==> src/rtl/fft_consts.sv <==
// Shared FFT datapath constants, the complex sample type and the DW saturation helper.
package fft_consts;

    localparam int DW        = 16;
    localparam int FRAC_BITS = 15;

    typedef struct packed {
        logic signed [DW-1:0] r;
        logic signed [DW-1:0] i;
    } complex_t;

    localparam logic signed [2*DW:0] SAT_MAX = {{(DW+2){1'b0}}, {(DW-1){1'b1}}};
    localparam logic signed [2*DW:0] SAT_MIN = {{(DW+2){1'b1}}, {(DW-1){1'b0}}};
    localparam logic signed [2*DW:0] RND_HALF =
        {{(2*DW+1-FRAC_BITS){1'b0}}, 1'b1, {(FRAC_BITS-1){1'b0}}};

    // Clamp any value up to 2*DW+1 bits wide into the signed DW range.
    function automatic logic signed [DW-1:0] sat_dw(input logic signed [2*DW:0] x);
        if (x > SAT_MAX) begin
            return SAT_MAX[DW-1:0];
        end else if (x < SAT_MIN) begin
            return SAT_MIN[DW-1:0];
        end
        return x[DW-1:0];
    endfunction

endpackage

==> src/rtl/bfu_if.sv <==
// Butterfly data bundle: the three complex operands in, the two complex results out.
interface bfu_if;
    import fft_consts::*;

    complex_t A_in;
    complex_t B_in;
    complex_t W_in;
    complex_t A_out;
    complex_t B_out;

    modport master (output A_in, output B_in, output W_in, input A_out, input B_out);
    modport slave  (input A_in, input B_in, input W_in, output A_out, output B_out);
endinterface

==> src/rtl/bfu_cmul.sv <==
// Pipelined complex multiply T = B*W: operand register, product register, then
// combinational round-half-up and saturation feeding the butterfly output stage.
module bfu_cmul
    import fft_consts::*;
(
    input  logic     clk,
    input  logic     rst,
    input  complex_t b_i,
    input  complex_t w_i,
    output complex_t t_o
);
    complex_t b_q;
    complex_t w_q;
    logic signed [2*DW-1:0] rr_q, ii_q, ri_q, ir_q;
    logic signed [2*DW:0]   tr_full, ti_full, tr_sh, ti_sh;

    always_ff @(posedge clk) begin
        if (rst) begin
            b_q  <= '0;
            w_q  <= '0;
            rr_q <= '0;
            ii_q <= '0;
            ri_q <= '0;
            ir_q <= '0;
        end else begin
            b_q  <= b_i;
            w_q  <= w_i;
            rr_q <= (2*DW)'(b_q.r) * (2*DW)'(w_q.r);
            ii_q <= (2*DW)'(b_q.i) * (2*DW)'(w_q.i);
            ri_q <= (2*DW)'(b_q.r) * (2*DW)'(w_q.i);
            ir_q <= (2*DW)'(b_q.i) * (2*DW)'(w_q.r);
        end
    end

    // One guard bit keeps (-1)*(-1) - (-1)*(+1) exact before rounding.
    always_comb begin
        tr_full = (2*DW+1)'(rr_q) - (2*DW+1)'(ii_q);
        ti_full = (2*DW+1)'(ri_q) + (2*DW+1)'(ir_q);
        tr_sh   = (tr_full + RND_HALF) >>> FRAC_BITS;
        ti_sh   = (ti_full + RND_HALF) >>> FRAC_BITS;
        t_o.r   = sat_dw(tr_sh);
        t_o.i   = sat_dw(ti_sh);
    end

endmodule

==> src/rtl/bfu.sv <==
// Radix-2 DIT butterfly, 3-cycle latency, one result per clock.
// Define BFU_SCALE_EN to halve both outputs (per-stage 1/2 scaling).
module bfu
    import fft_consts::*;
(
    input  logic clk,
    input  logic rst,
    bfu_if.slave bus
);
    complex_t a1_q, a2_q;
    complex_t a_out_q, b_out_q;
    complex_t a_out_d, b_out_d;
    complex_t t;
    logic signed [DW:0] sum_r, sum_i, dif_r, dif_i;

    localparam logic signed [DW:0] ONE = {{DW{1'b0}}, 1'b1};

    function automatic logic signed [DW-1:0] finish_sum(input logic signed [DW:0] s);
        logic signed [2*DW:0] x;
`ifdef BFU_SCALE_EN
        x = (2*DW+1)'((s + ONE) >>> 1);
`else
        x = (2*DW+1)'(s);
`endif
        return sat_dw(x);
    endfunction

    bfu_cmul u_cmul (
        .clk (clk),
        .rst (rst),
        .b_i (bus.B_in),
        .w_i (bus.W_in),
        .t_o (t)
    );

    always_comb begin
        sum_r     = (DW+1)'(a2_q.r) + (DW+1)'(t.r);
        sum_i     = (DW+1)'(a2_q.i) + (DW+1)'(t.i);
        dif_r     = (DW+1)'(a2_q.r) - (DW+1)'(t.r);
        dif_i     = (DW+1)'(a2_q.i) - (DW+1)'(t.i);
        a_out_d.r = finish_sum(sum_r);
        a_out_d.i = finish_sum(sum_i);
        b_out_d.r = finish_sum(dif_r);
        b_out_d.i = finish_sum(dif_i);
    end

    always_ff @(posedge clk) begin
        if (rst) begin
            a1_q    <= '0;
            a2_q    <= '0;
            a_out_q <= '0;
            b_out_q <= '0;
        end else begin
            a1_q    <= bus.A_in;
            a2_q    <= a1_q;
            a_out_q <= a_out_d;
            b_out_q <= b_out_d;
        end
    end

    assign bus.A_out = a_out_q;
    assign bus.B_out = b_out_q;

endmodule

==> src/flat_wrapper.sv <==
// flat-port wrapper written by rule: the top's interface ports become plain ports
module bfu_flat import fft_consts::*;
  (clk, rst, bus_A_in, bus_B_in, bus_W_in, bus_A_out, bus_B_out);
  bfu_if bus_i ();
  input  logic clk;
  input  logic rst;
  input wire logic [$bits(bus_i.A_in)-1:0] bus_A_in;
  input wire logic [$bits(bus_i.B_in)-1:0] bus_B_in;
  input wire logic [$bits(bus_i.W_in)-1:0] bus_W_in;
  output wire logic [$bits(bus_i.A_out)-1:0] bus_A_out;
  output wire logic [$bits(bus_i.B_out)-1:0] bus_B_out;
  assign bus_i.A_in = bus_A_in;
  assign bus_i.B_in = bus_B_in;
  assign bus_i.W_in = bus_W_in;
  assign bus_A_out = bus_i.A_out;
  assign bus_B_out = bus_i.B_out;
  bfu u_core (.clk(clk), .rst(rst), .bus(bus_i));
endmodule
==> config.mk <==
export PLATFORM = sky130hd
export DESIGN_NAME = bfu_flat
export DESIGN_NICKNAME = d
export VERILOG_FILES = /design/src/rtl/fft_consts.sv /design/src/rtl/bfu_if.sv /design/src/rtl/bfu_cmul.sv /design/src/rtl/bfu.sv /design/src/flat_wrapper.sv
export SDC_FILE = /design/constraint.sdc
export NUM_CORES = 2
export LEC_CHECK = 0
export ABC_AREA = 1
export BUFFER_PORTS_ARGS = -buffer_cell sky130_fd_sc_hd__buf_2
export CAP_MARGIN = 20
export CORE_ASPECT_RATIO = 1.75
export CORE_UTILIZATION = 60
export DETAILED_ROUTE_END_ITERATION = 10
export GPL_TIMING_DRIVEN = 0
export HOLD_SLACK_MARGIN = 0.02
export PLACE_DENSITY = 0.77
export SYNTH_ARGS = -nofsm -noshare
export SYNTH_HDL_FRONTEND = slang
export SYNTH_SLANG_ARGS = --single-unit
==> constraint.sdc <==
create_clock -name clk -period 7.5 [get_ports clk]
set_clock_uncertainty 0.15 [all_clocks]
set_input_delay 0.75 -clock clk [delete_from_list [all_inputs] [get_ports clk]]
set_output_delay 0.75 -clock clk [all_outputs]
set_load 0.01 [all_outputs]
==> summary.txt <==
Setup path
  – Critical Path Fanout Max: 10
  – Critical path launch point type: flop
  – Crit end category: flop
  – Crit Path Class: reg2reg
  – Worst EP required: 7.80 ns
  – Worst Path Arrival: 7.76 ns
  – Internal reg-to-reg setup slack: 0.04 ns

Floorplan
  – Die width: 237 µm
  – # IOs: 162
  – Core box area: 95700 µm²
  – Cell Rows: 150
  – Die ar.: 98000 µm²
  – DIE HEIGHT: 413 µm
  – Starting Density: 60.6%

Routing
  – Drt initial violations: 3822
  – Routed WL per cell: 23.0 µm
  – Number of remaining DRC errors: 0
  – Via Count: 50.7k
  – Routed vias/inst: 5.57
  – Detail Route Antenna Nets: 0
  – Detailed Route WL: 209000 µm
  – Drt first pass iters: 6

Global route
  – GR met2 Demand/Resource: 74.7%
  – GRT met1 Usage: 41.3%
  – Largest net degree at the start of global routing: 15
  – Grt ovf: 0
  – Global-route wire length before repair: 309000 µm
  – M3 GR Usage: 10.9%
  – Initial antenna violation count: 6
  – Busiest grt layer: met2
  – GRT Util Overall: 43.9%
  – Vias in the first global route: 53.3k

Timing
  – RSZ-0062 raised after global routing: false
  – TNS Setup: 0 ns
  – Final Slew Violations: 0
  – Min Tclk post-route: 7.46 ns
  – Final Cycle Share: 99.5%
  – Fin. Hold Viols: 0
  – Worst Tran Pin Value: 1.27 ns
  – Fmax: 0.134 GHz
  – # setup viols final: 0
  – Slew HR: 15.3%

Cells and area
  – Share of layout cells above drive strength 1: 4.36%
  – Multi-input gate area: 42800 µm²
  – Synth-to-Final Area Change: 6.45%
  – Fill cell count: 8533
  – FF+latch area: 6410 µm²
  – Final #Nets: 9524

Synth
  – Register area share after synthesis: 11.0%
  – Synth Flop Type: dfxtp_1
  – Area contributors post-synth: fa_1 (36%), inv_1 (13%), nand2_1 (12%)
  – Synthesized flop and latch total: 320
  – Cell count after synthesis: 7639
  – Syn_nets: 9313
  – Async S/R FF share, synth: 0%
  – Synth warnings: 0
  – Synthesized cell area: 58000 µm²
  – Count of flip-flops with a built-in enable after synthesis: 0
  – Average size of a mapped cell: 7.59 µm²
  – Count leader, synth: inv_1
  – Commonest cells in the netlist: inv_1 (2056), nand2_1 (1856), fa_1 (1052), ha_1 (524), nor2_1 (468)
  – Synth top area share: 36.3%
  – Yosys top cell by area: fa_1
  – Number of library cell types mapped by synthesis: 49

Placed design
  – HPWL after detailed placement: 176000 µm
  – IO Port Bufs: 160
  – GP Congestion: 1.09

Clocking
  – CTS Buf Count: 34
  – Clock Sinks: 320
  – # Post-CTS Setup Buffers: 0
  – CTS tree: yes
  – Worst skew pair latency: 0.63 ns
  – Post-CTS sizing: 0
  – H-Tree Depth: 2
  – Reg clk slew, reported paths: 0.08 ns
  – CTS Buffer Depth: 3
  – Cts hold-fix bufs: 0
  – Root Driver: clkbuf_16

Power and ir drop
  – Peak supply drop: 0.354 mV
  – Tot Pwr: 0.0223 W
  – Pleak: 33.7 nW
  – Pwr dens: 362 nW/µm²

Job
  – Max Cap Viol: 0

Worst hold path
  – HP Class: in2reg

Run status
  – Status: finished clean
[flip-flops by register name, indices dropped and copies added, names as in the netlist]
register / cells
u_core.u_cmul.w_q: 32
u_core.u_cmul.b_q: 32
u_core.bus.A_out: 32
u_core.u_cmul.rr_q: 32
u_core.u_cmul.ii_q: 32
u_core.a2_q: 32
u_core.u_cmul.ri_q: 32
u_core.a1_q: 32
u_core.u_cmul.ir_q: 32
u_core.bus.B_out: 32
[final timing paths]
path / startpoint / end / cells past startpoint
worst max-delay path: u_core.u_cmul.b_q[31] / u_core.u_cmul.rr_q[30] / 17
worst max register to register: u_core.u_cmul.b_q[31] / u_core.u_cmul.rr_q[30] / 17
worst min register to register: u_core.a1_q[0] / u_core.a2_q[0] / 2
worst min-delay path: bus_B_in[19] / u_core.u_cmul.b_q[19] / 3
[layout make-up]
class	instances	area share [%]
Inverter	2077	12.6
Antenna cell	5	0.0203
Sequential cell	320	10.4
Multi-Input combinational cell	4993	69.3
Tap cell	1216	2.46
Timing Repair Buffer	175	1.73
Buffer	249	1.73
Clock buffer	45	1.53
Clock inverter	15	0.259
[critical path: stages (launching register included)]
cell	delay, ns
dfxtp_1	0.42
clkbuf_1	0.68
nand2_1	0.10
inv_1	0.10
fa_1	0.50
fa_1	0.88
fa_1	0.54
inv_1	0.12
fa_1	0.46
fa_1	0.48
fa_1	0.57
inv_1	0.06
ha_1	0.48
a21oi_1	0.76
o211ai_1	0.20
a31oi_1	0.25
a21oi_1	0.10
nor2_1	0.44
[logic make-up (layout without fill, tap and decap cells)]
logic type / after synthesis / in the layout / share of synthesized area [%]
AOI/OAI and AO/OA: 676 / 676 / 6.42
xor gates and xnor gates: 93 / 93 / 1.40
adders and majority gates: 1576 / 1576 / 47.6
buffers and inverters: 2326 / 2561 / 15.2
DFF: 320 / 320 / 11.0
other: 0 / 5 / 0
and+or+nand+nor: 2648 / 2648 / 18.3
[layout by cell type, fill, tap and decap left out, types with 35 or more instances in the layout]
| master | n |
|---|---|
| xnor2_1 | 45 |
| o21ai_0 | 183 |
| nor3_1 | 48 |
| a21oi_1 | 353 |
| buf_2 | 166 |
| inv_1 | 2056 |
| ha_1 | 524 |
| clkbuf_16 | 35 |
| nor2_1 | 468 |
| nand3_1 | 152 |
| nand2_1 | 1856 |
| xor2_1 | 48 |
| fa_1 | 1052 |
| nand4_1 | 37 |
| o21bai_1 | 40 |
| clkbuf_1 | 207 |
| dfxtp_1 | 320 |
[metrics by stage]
stage | hold slack (ns) | setup WS (ns) | cell area (µm²) | utilization, % | cells
5_1_grt | 0.184 | 0.00447 | 61700 | 64.5 | 9092
2_1_floorplan | 0.238 | 1.86 | 58000 | - | 7639
3_3_place_gp | 0.241 | 0.116 | 60300 | 63.0 | 9015
4_1_cts | 0.167 | 0.0757 | 61500 | 64.3 | 9080
6_report | 0.171 | 0.0404 | 61700 | 64.5 | 9095
3_5_place_dp | 0.244 | 0.0756 | 60400 | 63.1 | 9020
[metal layers]
| layer | wire length (µm) | share of wire, % |
|---|---|---|
| met5 | 83 | 0.040 |
| met4 | 27700 | 13 |
| met3 | 17800 | 8.5 |
| met2 | 100000 | 48 |
| met1 | 63300 | 30 |
[where the power goes]
| group | leakage [nW] | internal, W | switching, W |
|---|---|---|---|
| sequential | 2.66 | 0.00218 | 0.000165 |
| clock | 0.535 | 0.000938 | 0.000809 |
| combinational | 30.5 | 0.00573 | 0.0125 |
| total | 33.7 | 0.00885 | 0.0135 |
Power figures use the tool's default switching activity.
